$ cat config.mk
export PLATFORM = sky130hd
export DESIGN_NAME = qspi_line_fetch_flat
export DESIGN_NICKNAME = d
export VERILOG_FILES = /design/src/rtl/qspi_line_fetch_if.sv /design/src/rtl/qspi_line_fetch.sv /design/src/flat_wrapper.sv
export SDC_FILE = /design/constraint.sdc
export NUM_CORES = 1
export LEC_CHECK = 0
export CAP_MARGIN = 20
export CORE_ASPECT_RATIO = 1.25
export CORE_MARGIN = 2
export CORE_UTILIZATION = 45
export CTS_BUF_LIST = sky130_fd_sc_hd__clkbuf_8
export CTS_CLUSTER_SIZE = 14
export DETAILED_ROUTE_END_ITERATION = 16
export GPL_TIMING_DRIVEN = 0
export PLACE_DENSITY_LB_ADDON = 0.08
export RECOVER_POWER = 50
export SKIP_LAST_GASP = 1
export SLEW_MARGIN = 40
export SYNTH_ARGS = -nofsm -noshare
export SYNTH_HDL_FRONTEND = slang
export SYNTH_SLANG_ARGS = --single-unit
$ cat constraint.sdc
create_clock -name clk -period 18.3 [get_ports clk]
set_clock_uncertainty 0.1 [all_clocks]
set_input_delay 4.575 -clock clk [delete_from_list [all_inputs] [get_ports clk]]
set_output_delay 4.575 -clock clk [all_outputs]
set_load 0.005 [all_outputs]
$ cat src/rtl/qspi_line_fetch_if.sv
// Fetch request/response and quad-SPI pin bundle for qspi_line_fetch.
// master = environment side (cache requester plus flash din); slave = the fetch engine.
`timescale 1ns/1ps
interface qspi_line_fetch_if #(
    parameter int unsigned LINE_SIZE = 16
);
    logic                   req;
    logic [23:0]            addr;
    logic                   busy;
    logic                   done;
    logic [LINE_SIZE*8-1:0] line;
    logic                   sck;
    logic                   ce_n;
    logic [3:0]             dout;
    logic [3:0]             douten;
    logic [3:0]             din;

    modport master (
        output req,
        output addr,
        output din,
        input  busy,
        input  done,
        input  line,
        input  sck,
        input  ce_n,
        input  dout,
        input  douten
    );

    modport slave (
        input  req,
        input  addr,
        input  din,
        output busy,
        output done,
        output line,
        output sck,
        output ce_n,
        output dout,
        output douten
    );
endinterface

$ cat src/rtl/qspi_line_fetch.sv
// Cache line-fill engine: one Quad I/O Fast Read (EBh) per request, SCK = clk/2,
// line delivered with a one-cycle done strobe.
`timescale 1ns/1ps
module qspi_line_fetch #(
    parameter int unsigned LINE_SIZE    = 16,
    parameter int unsigned DUMMY_CYCLES = 4
) (
    input logic              clk,
    input logic              rst,
    qspi_line_fetch_if.slave bus
);
    localparam int unsigned NibTotal = 2 * LINE_SIZE;
    localparam int unsigned CntMax   = (NibTotal > 8) ?
        ((NibTotal > DUMMY_CYCLES) ? NibTotal : DUMMY_CYCLES) :
        ((DUMMY_CYCLES > 8) ? DUMMY_CYCLES : 8);
    localparam int unsigned CntW     = $clog2(CntMax);
    localparam int unsigned LineW    = LINE_SIZE * 8;
    localparam logic [7:0]  CmdQuadRead = 8'hEB;

    typedef enum logic [2:0] {
        StIdle, StCmd, StAddr, StMode, StDummy, StData, StDone
    } state_e;

    state_e            state_q, state_d, state_nxt;
    logic              phase_q, phase_d;
    logic [CntW-1:0]   cnt_q, cnt_d;
    logic [23:0]       addr_q, addr_d;
    logic [LineW-1:0]  line_q, line_d;
    logic [CntW-1:0]   nib_idx;
    logic [CntW+1:0]   nib_pos;
    logic [23:0]       addr_shift;
    logic [7:0]        cmd_byte;
    logic [3:0]        dout_c;
    logic [3:0]        douten_c;

    // Counter runs down from (SCK periods in state - 1) to 0.
    function automatic logic [CntW-1:0] reload(input state_e st);
        logic [CntW-1:0] r;
        r = '0;
        case (st)
            StCmd:   r = CntW'(7);
            StAddr:  r = CntW'(5);
            StMode:  r = CntW'(1);
            StDummy: r = CntW'(DUMMY_CYCLES - 1);
            StData:  r = CntW'(NibTotal - 1);
            default: r = '0;
        endcase
        return r;
    endfunction

    // Nibble n lands in byte n/2, high half when n is even.
    assign nib_idx    = CntW'(NibTotal - 1) - cnt_q;
    assign nib_pos    = {nib_idx[CntW-1:1], ~nib_idx[0], 2'b00};
    assign addr_shift = addr_q >> {cnt_q, 2'b00};
    assign cmd_byte   = CmdQuadRead;

    always_ff @(posedge clk or posedge rst) begin
        if (rst) begin
            state_q <= StIdle;
            phase_q <= 1'b0;
            cnt_q   <= '0;
            addr_q  <= '0;
            line_q  <= '0;
        end else begin
            state_q <= state_d;
            phase_q <= phase_d;
            cnt_q   <= cnt_d;
            addr_q  <= addr_d;
            line_q  <= line_d;
        end
    end

    always_comb begin
        state_d   = state_q;
        phase_d   = phase_q;
        cnt_d     = cnt_q;
        addr_d    = addr_q;
        line_d    = line_q;
        state_nxt = StIdle;
        case (state_q)
            StCmd:   state_nxt = StAddr;
            StAddr:  state_nxt = StMode;
            StMode:  state_nxt = StDummy;
            StDummy: state_nxt = StData;
            StData:  state_nxt = StDone;
            default: state_nxt = StIdle;
        endcase
        unique case (state_q)
            StIdle: begin
                phase_d = 1'b0;
                if (bus.req) begin
                    state_d = StCmd;
                    cnt_d   = reload(StCmd);
                    addr_d  = bus.addr & ~24'(LINE_SIZE - 1);
                end
            end
            StDone: state_d = StIdle;
            default: begin
                phase_d = ~phase_q;
                // End of phase 1: sample din and advance one SCK period.
                if (phase_q) begin
                    if (state_q == StData) begin
                        line_d[nib_pos +: 4] = bus.din;
                    end
                    if (cnt_q == '0) begin
                        state_d = state_nxt;
                        cnt_d   = reload(state_nxt);
                    end else begin
                        cnt_d = cnt_q - 1'b1;
                    end
                end
            end
        endcase
    end

    always_comb begin
        dout_c   = 4'h0;
        douten_c = 4'h0;
        case (state_q)
            StCmd: begin
                dout_c   = {3'b000, cmd_byte[cnt_q[2:0]]};
                douten_c = 4'b0001;
            end
            StAddr: begin
                dout_c   = addr_shift[3:0];
                douten_c = 4'hF;
            end
            StMode: begin
                dout_c   = 4'h0;
                douten_c = 4'hF;
            end
            default: ;
        endcase
    end

    assign bus.busy   = (state_q != StIdle);
    assign bus.done   = (state_q == StDone);
    assign bus.ce_n   = (state_q == StIdle) || (state_q == StDone);
    assign bus.sck    = phase_q;
    assign bus.dout   = dout_c;
    assign bus.douten = douten_c;
    assign bus.line   = line_q;
endmodule
$ cat src/flat_wrapper.sv
// flat-port wrapper written by rule: the top's interface ports become plain ports
module qspi_line_fetch_flat 
#(
    parameter int unsigned LINE_SIZE    = 16,
    parameter int unsigned DUMMY_CYCLES = 4
)
  (clk, rst, bus_req, bus_addr, bus_din, bus_busy, bus_done, bus_line, bus_sck, bus_ce_n, bus_dout, bus_douten);
  qspi_line_fetch_if #(.LINE_SIZE(LINE_SIZE)) bus_i ();
  input logic clk;
  input logic rst;
  input wire logic [$bits(bus_i.req)-1:0] bus_req;
  input wire logic [$bits(bus_i.addr)-1:0] bus_addr;
  input wire logic [$bits(bus_i.din)-1:0] bus_din;
  output wire logic [$bits(bus_i.busy)-1:0] bus_busy;
  output wire logic [$bits(bus_i.done)-1:0] bus_done;
  output wire logic [$bits(bus_i.line)-1:0] bus_line;
  output wire logic [$bits(bus_i.sck)-1:0] bus_sck;
  output wire logic [$bits(bus_i.ce_n)-1:0] bus_ce_n;
  output wire logic [$bits(bus_i.dout)-1:0] bus_dout;
  output wire logic [$bits(bus_i.douten)-1:0] bus_douten;
  assign bus_i.req = bus_req;
  assign bus_i.addr = bus_addr;
  assign bus_i.din = bus_din;
  assign bus_busy = bus_i.busy;
  assign bus_done = bus_i.done;
  assign bus_line = bus_i.line;
  assign bus_sck = bus_i.sck;
  assign bus_ce_n = bus_i.ce_n;
  assign bus_dout = bus_i.dout;
  assign bus_douten = bus_i.douten;
  qspi_line_fetch #(.LINE_SIZE(LINE_SIZE), .DUMMY_CYCLES(DUMMY_CYCLES)) u_core (.clk(clk), .rst(rst), .bus(bus_i));
endmodule
-- After elaboration in Yosys (flattened, before gate mapping)
Memory sizes are Yosys's and may differ from the RTL's.
Index checks and enable logic that the tools add are counted.
- add/sub/neg operators: 3
- order comparisons: 1
- equal/unequal tests: 12
- shift-type cells: 3
- muxes and demuxes: 15
- bitwise gates (word level): 4
- reductions and logical operators: 13
- operator list (kind ; number):
    bitwise mux 128 bit ; 1
    variable shift 4 x 9 -> 128 bit, first input constant ; 1
    indexed part select 4 x 9 -> 128 bit ; 1
    one-hot mux 5 bit (5 select lines) ; 1
    right shift 24 x 7 -> 4 bit ; 1
    one-hot mux 4 bit (2 select lines) ; 2
    == test 3 bit, second input constant ; 5
    two-way mux 5 bit ; 3
    one-hot mux 3 bit (5 select lines) ; 1
    == test 3 x 2 -> 1 bit, second input constant ; 4
    one-hot mux 5 bit (2 select lines) ; 1
    two-way mux 3 bit ; 3
    negator 7 -> 9 bit ; 1
    AND reduction 3 bit ; 3
    nonzero test 3 bit ; 3
    == test 3 x 1 -> 1 bit, second input constant ; 2
    one-hot mux 3 bit (2 select lines) ; 1
    zero test 5 bit ; 1
    subtractor 5 x 1 -> 5 bit, second input constant ; 1
    subtractor 5 bit, first input constant ; 1
    < comparator 3 x 4 -> 1 bit, second input constant ; 1
    NOT 1 bit ; 4
    OR reduction 2 bit ; 2
    zero test 3 bit ; 1
    other kinds (6) ; 6
- register bits: 157
- bits in read-only memories: 8
- bits of input ports: 31
- word-level logic and storage cells: 57
- memories: 1
- memory list (name ; words ; bits a word ; rd ports ; clocked after memory_dff ; wr ports ; line ; source):
    (no name shown) ; 8 ; 1 ; 1 ; 0 ; 0 ; qspi_line_fetch.sv:121 ; dout_c = {3'b000, cmd_byte[cnt_q[2:0]]};

-- Logic depth before layout (Yosys ltp)
Gate-level depths: netlist (run 1).
- word-level depth: 7
- mapped depth: 9

-- Worst setup path after synthesis (run 1)
Ideal clock, no wire load.
- kind: reg2out
- start: register u_core.cnt_q[0]
- end: output bus_dout[1]
- data arrival time: 1517 ps
- slack: 12108 ps
- cell stages (with the launch flop): 6
- buffers on the path: 1
- cells stage by stage: dfrtp_1 > clkbuf_1 > mux2_2 > a21oi_1 > o22ai_1 > and2_1
- longest elaborated chain between the ends: 2
- ends and longest elaborated chain (item ; line ; source):
    from (decl) ; qspi_line_fetch.sv:26 ; logic [CntW-1:0] cnt_q, cnt_d;
    from (signal assigned) ; qspi_line_fetch.sv:67 ; cnt_q <= cnt_d;
    right shift 24 x 7 -> 4 bit ; qspi_line_fetch.sv:54 ; assign addr_shift = addr_q >> {cnt_q, 2'b00};
    one-hot mux 4 bit (2 select lines) ; qspi_line_fetch.sv:119 ; case (state_q)
    to (decl) ; flat_wrapper.sv:19 ; output wire logic [$bits(bus_i.dout)-1:0] bus_dout;
Every way passes these cells.

==> key figures, run 1 <==
Logic synthesis
  – Mapped Cells: 576
  – Leading area contributor after synthesis: dfrtp_1
  – Flops & latches, synth: 157
  – Top_reg_cell synth: dfrtp_1
  – Count leader, synth: dfrtp_1
  – Sequential fraction of the synthesis area: 54.1%
  – Syn nets: 615
  – Post-synthesis cell area: 7260 um2
  – Syn_area_per_cell: 12.6 um2
  – Count of cell types in the netlist: 58
  – FFs w/ async S/R, synth: 100%
  – Yosys warnings: 0
  – Yosys top cell area share: 54.1%
  – Top post-synthesis cells by area: dfrtp_1, mux2_2, nand2_1, nor2_4, nor2_1
  – EDFF count, synth: 0
  – Top post-synthesis cells by count: dfrtp_1, mux2_2, nand2_1, nor2_1, buf_2

Run
  – Max cap viols: 2

Final layout
  – Fin util: 61.4%
  – Fin nets: 802
  – Area growth syn-to-layout: 32.7%
  – Layout cell share with drive strength beyond 1: 28.0%
  – Fill cells: 1377
  – N_diodes: 0

Clock network
  – Setup bufs post-CTS: 0
  – Post_cts resized: 0
  – Clock latency on the worst-skew pair: 0.45 ns
  – CTS root buffer: clkbuf_8
  – CTS Buffer Depth: 2
  – CTS tree: done
  – CTS buffer count: 17
  – Post-CTS Hold Buffers: 0
  – H-tree depth: 4
  – Clk sinks: 157
  – Clock transition at path regs: 0.08 ns

Floorplanning
  – Core area: 15700 um2
  – Initial Util: 46.3%
  – Io pins: 171
  – Chip width: 118 um
  – Chip Height: 146 um
  – Rows: 51
  – Full die area: 17200 um2

Setup path
  – WS Path Type: in2async
  – Worst path bufs/invs: 4
  – Critical path arrival: 10.90 ns
  – Crit-path max FO: 69
  – CP top delay family: buffers and inverters
  – Worst-path cell chain: dlygate4sd3_1 > clkinvlp_2 > clkbuf_1 > clkbuf_1
  – Critical path launch point: rst
  – Slowest-stage cell, CP: clkbuf_1
  – Crit end category: asynchronous set/reset pin
  – Worst setup SP type: input port
  – Slowest Stage Delay on Critical Path: 2.65 ns
  – CP dominant cell by count: clkbuf_1
  – Worst EP required: 17.95 ns
  – Worst r2r src: u_core.cnt_q[0]$_DFFE_PP0P_

Global route
  – Grt total ovfl: 0
  – Total GRT Usage: 21.0%
  – Vias in the first global route: 5301
  – Initial antenna violation count: 0
  – Largest net degree at the start of global routing: 70
  – First-pass GRT wire length: 28300 um

Timing
  – Fin worst setup slack: 7.05 ns
  – Slew Viols, Final: 136
  – RSZ-0062 raised after global routing: no
  – Fmax: 88.9 MHz
  – TNS Setup: 0 ns
  – Final Cycle Share: 61.5%
  – Final setup vio count: 0
  – Final worst path period need: 11.25 ns
  – Relative slew slack: -138%
  – Fin. Hold Viols: 0
  – Final Hold Slack: 0.395 ns
  – Worst Tran Pin Value: 3.57 ns

Route
  – # DRC: 0
  – Via count: 5150
  – Pre-antenna DRT Iters: 4
  – WL final: 17700 um
  – Vias per inst: 5.21
  – Iter 0 DRT Violations: 204
  – Final ANT Viol Nets: 0
  – WL per Instance: 17.9 um

Worst hold path
  – Hold_sp: u_core.bus.line[38]$_DFFE_PP0P_
  – Worst hold path class: reg2reg

Power and ir drop
  – Worst VDD drop: 0.0000561 V
  – Power Density: 67.9 nW/um2
  – Pleak: 4.35 nW
  – Total chip power: 654 uW

Placed design
  – Gpl congestion: 0.850
  – Count of input and output buffers: 166
  – HPWL Detailed: 13300 um
  – Place WS: 11.27 ns

Run status
  – Failing checks: capacitance limit, slew limit
  – Status: finished with violations
## path summary, 6_finish.rpt
path                                               endpoint  slack, ns  cells past startpoint
min in group asynchronous   u_core.bus.line[90]$_DFFE_PP0P_       4.66                      2
max in group clk                                bus_dout[3]      10.76                      6
hold reg to reg             u_core.bus.line[38]$_DFFE_PP0P_       0.40                      1
hold / removal              u_core.bus.line[38]$_DFFE_PP0P_       0.40                      1
setup / recovery           u_core.bus.line[112]$_DFFE_PP0P_       7.05                      4
setup reg to reg            u_core.bus.line[69]$_DFFE_PP0P_      15.40                      7
## per-layer routing
metal	track usage [%]	routed length [um]	vias to the layer above
li1	-	-	2415
met1	25.5	7370	2584
met2	36.4	9220	129
met3	5.20	814	22
met4	6.93	265	0
met5	0	0	-
## flip-flops by register name, indices dropped and copies added, names as in the netlist
register         cells
u_core.addr_q       20
u_core.cnt_q         5
u_core.bus.line    128
u_core.state_q       3
u_core.bus.sck       1
## per-stage QoR
stage | instance area (um2) | instances
after global routing | 9640 | 988
after CTS | 9690 | 988
after global placement | 9190 | 954
after detailed placement | 9250 | 956
after floorplan | 7260 | 576
final | 9640 | 988
## cell families after synthesis
kind of cell	share of synthesized area (%)
and+or+nand+nor	12.5
muxes	23.3
buffers and inverters	2.67
adders and majority gates	1.38
AOI/OAI and AO/OA	5.64
DFF	54.1
xor gates and xnor gates	0.345
## layout make-up
class,instances,area (um2),share of cell area [%]
sequential,157,3930,40.8
multi-input combinational,379,3140,32.6
timing repair buffer,168,1670,17.3
tap,212,265,2.75
clock buffer,19,262,2.71
clock inverter,13,180,1.87
buffer,32,161,1.68
inverter,8,31.3,0.325
## placed cells by master, fill, tap and decap left out, types with 3 or more instances in the layout
cell / count
a21oi_1: 12
and2_1: 11
and3_1: 9
buf_2: 12
buf_4: 3
bufinv_16: 3
clkbuf_1: 17
clkbuf_8: 19
clkdlybuf4s50_1: 160
clkinvlp_4: 3
dfrtp_1: 157
dlygate4sd3_1: 6
ha_1: 8
inv_1: 6
inv_6: 3
mux2_1: 9
mux2_2: 136
mux2i_1: 6
nand2_1: 41
nand2b_1: 6
nand3_1: 8
nor2_1: 28
nor2_4: 12
nor2b_1: 8
nor3_1: 10
nor4_1: 3
o21ai_0: 14
o22ai_1: 5
o31ai_1: 7
or2_2: 7
## where the power goes
part / switching, mW / total [mW] / internal, mW
Combinational: 0.0123 / 0.0220 / 0.00966
Clock: 0.138 / 0.283 / 0.145
Sequential: 0.000907 / 0.349 / 0.348
## worst reg2reg max path, cell delays in order (launching register included)
cell	delay, ns
dfrtp_1	0.53
inv_1	0.26
ha_1	0.26
buf_2	0.17
o21a_1	0.24
o221ai_2	0.56
nand2_1	0.29
mux2_1	0.37
(Power assumes the default switching activity.)
==> run 2: changes to the inputs <==
Clock period 18.3 ns to 10.3 ns, I/O delays scaled along.
==> key figures, run 2 (synthesized netlist as in run 1, its figures left out) <==
Global route
  – Vias in the first global route: 5301
  – First-pass GRT wire length: 28300 um
  – Largest net degree at the start of global routing: 70
  – Grt total ovfl: 0
  – Initial antenna violation count: 0
  – Total GRT Usage: 21.0%

Power and ir drop
  – Total chip power: 1.16 mW
  – Pleak: 4.36 nW
  – Power Density: 120 nW/um2
  – Worst VDD drop: 0.000104 V

Placed design
  – Gpl congestion: 0.850
  – HPWL Detailed: 13300 um
  – Count of input and output buffers: 166

Clock network
  – Setup bufs post-CTS: 0
  – Clock latency on the worst-skew pair: 0.45 ns
  – CTS tree: done
  – CTS root buffer: clkbuf_8
  – Clk sinks: 157
  – Clock transition at path regs: 0.08 ns
  – Post_cts resized: 0
  – CTS buffer count: 17
  – CTS Buffer Depth: 2
  – Post-CTS Hold Buffers: 0
  – H-tree depth: 4

Setup path
  – Critical path arrival: 6.33 ns
  – R2R setup slack: 7.40 ns
  – Worst EP required: 9.97 ns
  – WS Path Type: in2async
  – Crit-path max FO: 65
  – Worst r2r path cells: 7
  – Crit end category: asynchronous set/reset pin
  – Worst setup SP type: input port

Floorplanning
  – Io pins: 171
  – Chip width: 118 um
  – Rows: 51
  – Initial Util: 46.3%
  – Core area: 15700 um2
  – Full die area: 17200 um2
  – Chip Height: 146 um

Timing
  – Final Cycle Share: 64.6%
  – Final setup vio count: 0
  – Worst Tran Pin Value: 3.50 ns
  – Fin. Hold Viols: 0
  – RSZ-0062 raised after global routing: no
  – Final worst path period need: 6.65 ns
  – Fmax: 150 MHz
  – Slew Viols, Final: 65
  – Relative slew slack: -133%
  – TNS Setup: 0 ns

Route
  – Final ANT Viol Nets: 0
  – Via count: 5151
  – # DRC: 0
  – Vias per inst: 5.21
  – WL per Instance: 17.9 um
  – Pre-antenna DRT Iters: 4
  – WL final: 17600 um
  – Iter 0 DRT Violations: 218

Final layout
  – Commonest non-fill, non-tap cells in the layout: clkdlybuf4s50_1, dfrtp_1, mux2_2
  – N_diodes: 0
  – Fin nets: 802
  – Most common cell after layout, fill and taps aside: clkdlybuf4s50_1
  – Layout cell share with drive strength beyond 1: 28.1%
  – Area growth syn-to-layout: 33.0%
  – Largest register FFs: 128

Run status
  – Failing checks: capacitance limit, slew limit
  – Status: finished with violations

Run
  – Max cap viols: 1

Worst hold path
  – Hold Path Stages: 1
  – Worst hold path class: reg2reg
## run 2: worst paths after layout
check / from / endpoint
worst max register to register: u_core.cnt_q[0]$_DFFE_PP0P_ / u_core.bus.line[69]$_DFFE_PP0P_
max in group clk: u_core.cnt_q[0]$_DFFE_PP0P_ / bus_dout[3]
worst min register to register: u_core.bus.line[38]$_DFFE_PP0P_ / u_core.bus.line[38]$_DFFE_PP0P_
min in group asynchronous: rst / u_core.bus.line[90]$_DFFE_PP0P_
worst max-delay path: rst / u_core.bus.line[101]$_DFFE_PP0P_
worst min-delay path: u_core.bus.line[38]$_DFFE_PP0P_ / u_core.bus.line[38]$_DFFE_PP0P_
## run 2: critical path, cell delays in order
cell,delay (ns)
dlygate4sd3_1,0.54
clkinvlp_2,0.64
clkbuf_1,2.51
## run 2: area by class of cell
cell class / count / area (um2)
fill: 1376 / 6040
multi-input combinational: 379 / 3140
clock buffer: 19 / 262
timing repair buffer: 168 / 1690
tap: 212 / 265
inverter: 8 / 31.3
buffer: 32 / 161
clock inverter: 13 / 180
sequential: 157 / 3930
## run 2: report_power, final
group | leakage [nW] | switching, mW | internal [mW]
clock | 0.214 | 0.244 | 0.258
combinational | 2.01 | 0.0221 | 0.0184
sequential | 2.13 | 0.00162 | 0.619
## run 2: through the flow
| step | cell area, um2 | setup WS, ns | std cells | utilization [%] | hold slack (ns) |
|---|---|---|---|---|---|
| final | 9660 | 3.65 | 988 | 61.5 | 0.395 |
| after detailed placement | 9250 | 5.27 | 956 | 58.9 | 0.377 |
| after global routing | 9660 | 2.73 | 988 | 61.5 | 0.410 |
| after global placement | 9190 | 1.54 | 954 | 58.5 | 0.368 |
| after CTS | 9690 | 4.75 | 988 | 61.7 | 0.396 |
| after floorplan | 7260 | 3.39 | 576 | - | 0.375 |
## run 2: routing by layer
layer | vias to the layer above | global-route usage (%) | share of wire (%)
met3 | 24 | 5.20 | 4.7
met4 | 0 | 6.93 | 1.7
met2 | 135 | 36.4 | 52
li1 | 2413 | - | -
met5 | - | 0 | 0
met1 | 2579 | 25.5 | 42
==> run 3: changes to the inputs <==
Clock period 10.3 ns to 6.1 ns, I/O delays scaled along.
==> key figures, run 3 (synthesized netlist as in run 1, its figures left out) <==
Setup path
  – Crit end category: output port
  – Critical path arrival: 2.86 ns
  – Crit-path max FO: 10
  – Worst r2r path cells: 9
  – Worst EP required: 4.47 ns
  – R2R setup slack: 2.83 ns
  – WS Path Type: reg2out
  – Worst r2r src: u_core.cnt_q[0]$_DFFE_PP0P_
  – Worst setup SP type: flop
  – R2R Path End: u_core.bus.line[48]$_DFFE_PP0P_

Final layout
  – Largest register FFs: 128
  – Commonest non-fill, non-tap cells in the layout: clkdlybuf4s50_1, dfrtp_1, mux2_2
  – Multi-input gate area: 3020 um2
  – Layout cell share with drive strength beyond 1: 25.6%
  – Most common cell after layout, fill and taps aside: clkdlybuf4s50_1
  – Fill cells: 1404
  – Area growth syn-to-layout: 31.3%
  – Fin util: 60.7%
  – Fin nets: 802
  – Fin cells: 988
  – Design area: 9530 um2
  – FF/Latch Area: 3930 um2
  – N_diodes: 0

Worst hold path
  – Hold Path Stages: 1
  – Hold_sp: u_core.bus.line[38]$_DFFE_PP0P_
  – Worst Hold Path EP: u_core.bus.line[38]$_DFFE_PP0P_
  – Worst hold path class: reg2reg

Timing
  – Slew Viols, Final: 70
  – RSZ-0062 raised after global routing: no
  – Fin worst setup slack: 1.62 ns
  – Worst Tran Pin Value: 1.69 ns
  – Final setup vio count: 0
  – Final worst path period need: 4.48 ns
  – Final Cycle Share: 73.5%
  – Fin. Hold Viols: 0
  – Relative slew slack: -13.0%
  – TNS Setup: 0 ns
  – Fmax: 223 MHz

Placed design
  – Dpl cells: 956
  – Place WS: 2.12 ns
  – Count of input and output buffers: 166
  – HPWL Detailed: 13300 um
  – Placed cell area: 9250 um2
  – Gpl congestion: 0.850

Route
  – Final ANT Viol Nets: 0
  – # DRC: 0
  – Iter 0 DRT Violations: 222
  – Via count: 5132
  – Pre-antenna DRT Iters: 4
  – Vias per inst: 5.19
  – WL final: 17700 um
  – WL per Instance: 17.9 um

Power and ir drop
  – Pleak: 4.33 nW
  – Power Density: 206 nW/um2
  – Worst VDD drop: 0.000162 V

Run status
  – Status: finished with violations
  – Failing checks: capacitance limit, slew limit

Clock network
  – CTS tree: done
  – H-tree depth: 4
  – Post-CTS Hold Buffers: 0
  – Clock transition at path regs: 0.09 ns
  – CTS Buffer Depth: 2
  – Clk sinks: 157
  – Clock latency on the worst-skew pair: 0.45 ns
  – Setup bufs post-CTS: 0
  – Post_cts resized: 0
  – CTS root buffer: clkbuf_8
  – CTS buffer count: 17

Global route
  – Initial antenna violation count: 0
  – Total GRT Usage: 21.0%
  – Largest net degree at the start of global routing: 70
  – Vias in the first global route: 5301
  – First-pass GRT wire length: 28300 um
  – Grt total ovfl: 0

Floorplanning
  – Chip width: 118 um
  – Io pins: 171
  – Core area: 15700 um2
  – Rows: 51
  – Full die area: 17200 um2
  – Chip Height: 146 um
  – Initial Util: 46.3%

Run
  – Max cap viols: 1
[run 3: cell count changes in the layout (fill, tap and decap cells not counted), moves of 4 or more]
| cell | change |
|---|---|
| nor2_1 | +11 |
| nor2_4 | -11 |
| buf_2 | -4 |
| clkbuf_1 | +4 |
| clkdlybuf4s50_1 | +4 |
| dlygate4sd3_1 | -4 |
[run 3: worst max path at each step]
stage	startpoint	endpoint	slack, ns	cells past startpoint
after CTS	u_core.cnt_q[0]$_DFFE_PP0P_	bus_dout[3]	1.60	6
after global routing	rst	u_core.bus.line[80]$_DFFE_PP0P_	1.25	4
after global placement	rst	u_core.bus.line[81]$_DFFE_PP0P_	-1.61	2
final	u_core.cnt_q[0]$_DFFE_PP0P_	bus_dout[3]	1.62	6
after detailed placement	u_core.cnt_q[0]$_DFFE_PP0P_	bus_dout[3]	2.12	6
after floorplan	rst	u_core.addr_q[10]$_DFFE_PP0P_	0.24	1
[run 3: worst max-delay path: stages (launching register included)]
cell and delay, ns:
dfrtp_1 0.53, clkbuf_1 0.52, buf_2 0.37, a21oi_1 0.10, o22ai_1 0.18, and3_1 0.19, clkdlybuf4s50_1 0.50
[run 3: cell type report]
class	count	share of cell area [%]
Sequential cell	157	41.2
Timing Repair Buffer	168	17.8
Buffer	32	1.56
Multi-Input combinational cell	379	31.7
Tap cell	212	2.78
Clock inverter	13	1.89
Clock buffer	19	2.74
Inverter	8	0.328
[run 3: metal layers]
layer / track usage (%) / up-vias / wire length, um / part of all wire [%]
met5: 0 / - / 0 / 0
met4: 6.93 / 0 / 278 / 1.6
met3: 5.20 / 23 / 792 / 4.5
met2: 36.4 / 125 / 9210 / 52
met1: 25.5 / 2577 / 7420 / 42
li1: - / 2407 / - / -
[run 3: power by group]
part,switching (mW),internal (mW),total (mW)
Sequential,0.00272,1.05,1.05
Clock,0.413,0.436,0.849
Combinational,0.0373,0.0314,0.0687
Total,0.453,1.51,1.97
[run 3: through the flow]
step / total power, mW / hold WS [ns]
global route: 2.04 / 0.410
global placement: 1.14 / 0.368
floorplan: 1.10 / 0.375
CTS: 1.99 / 0.396
detailed placement: 1.14 / 0.377
finish: 1.97 / 0.393
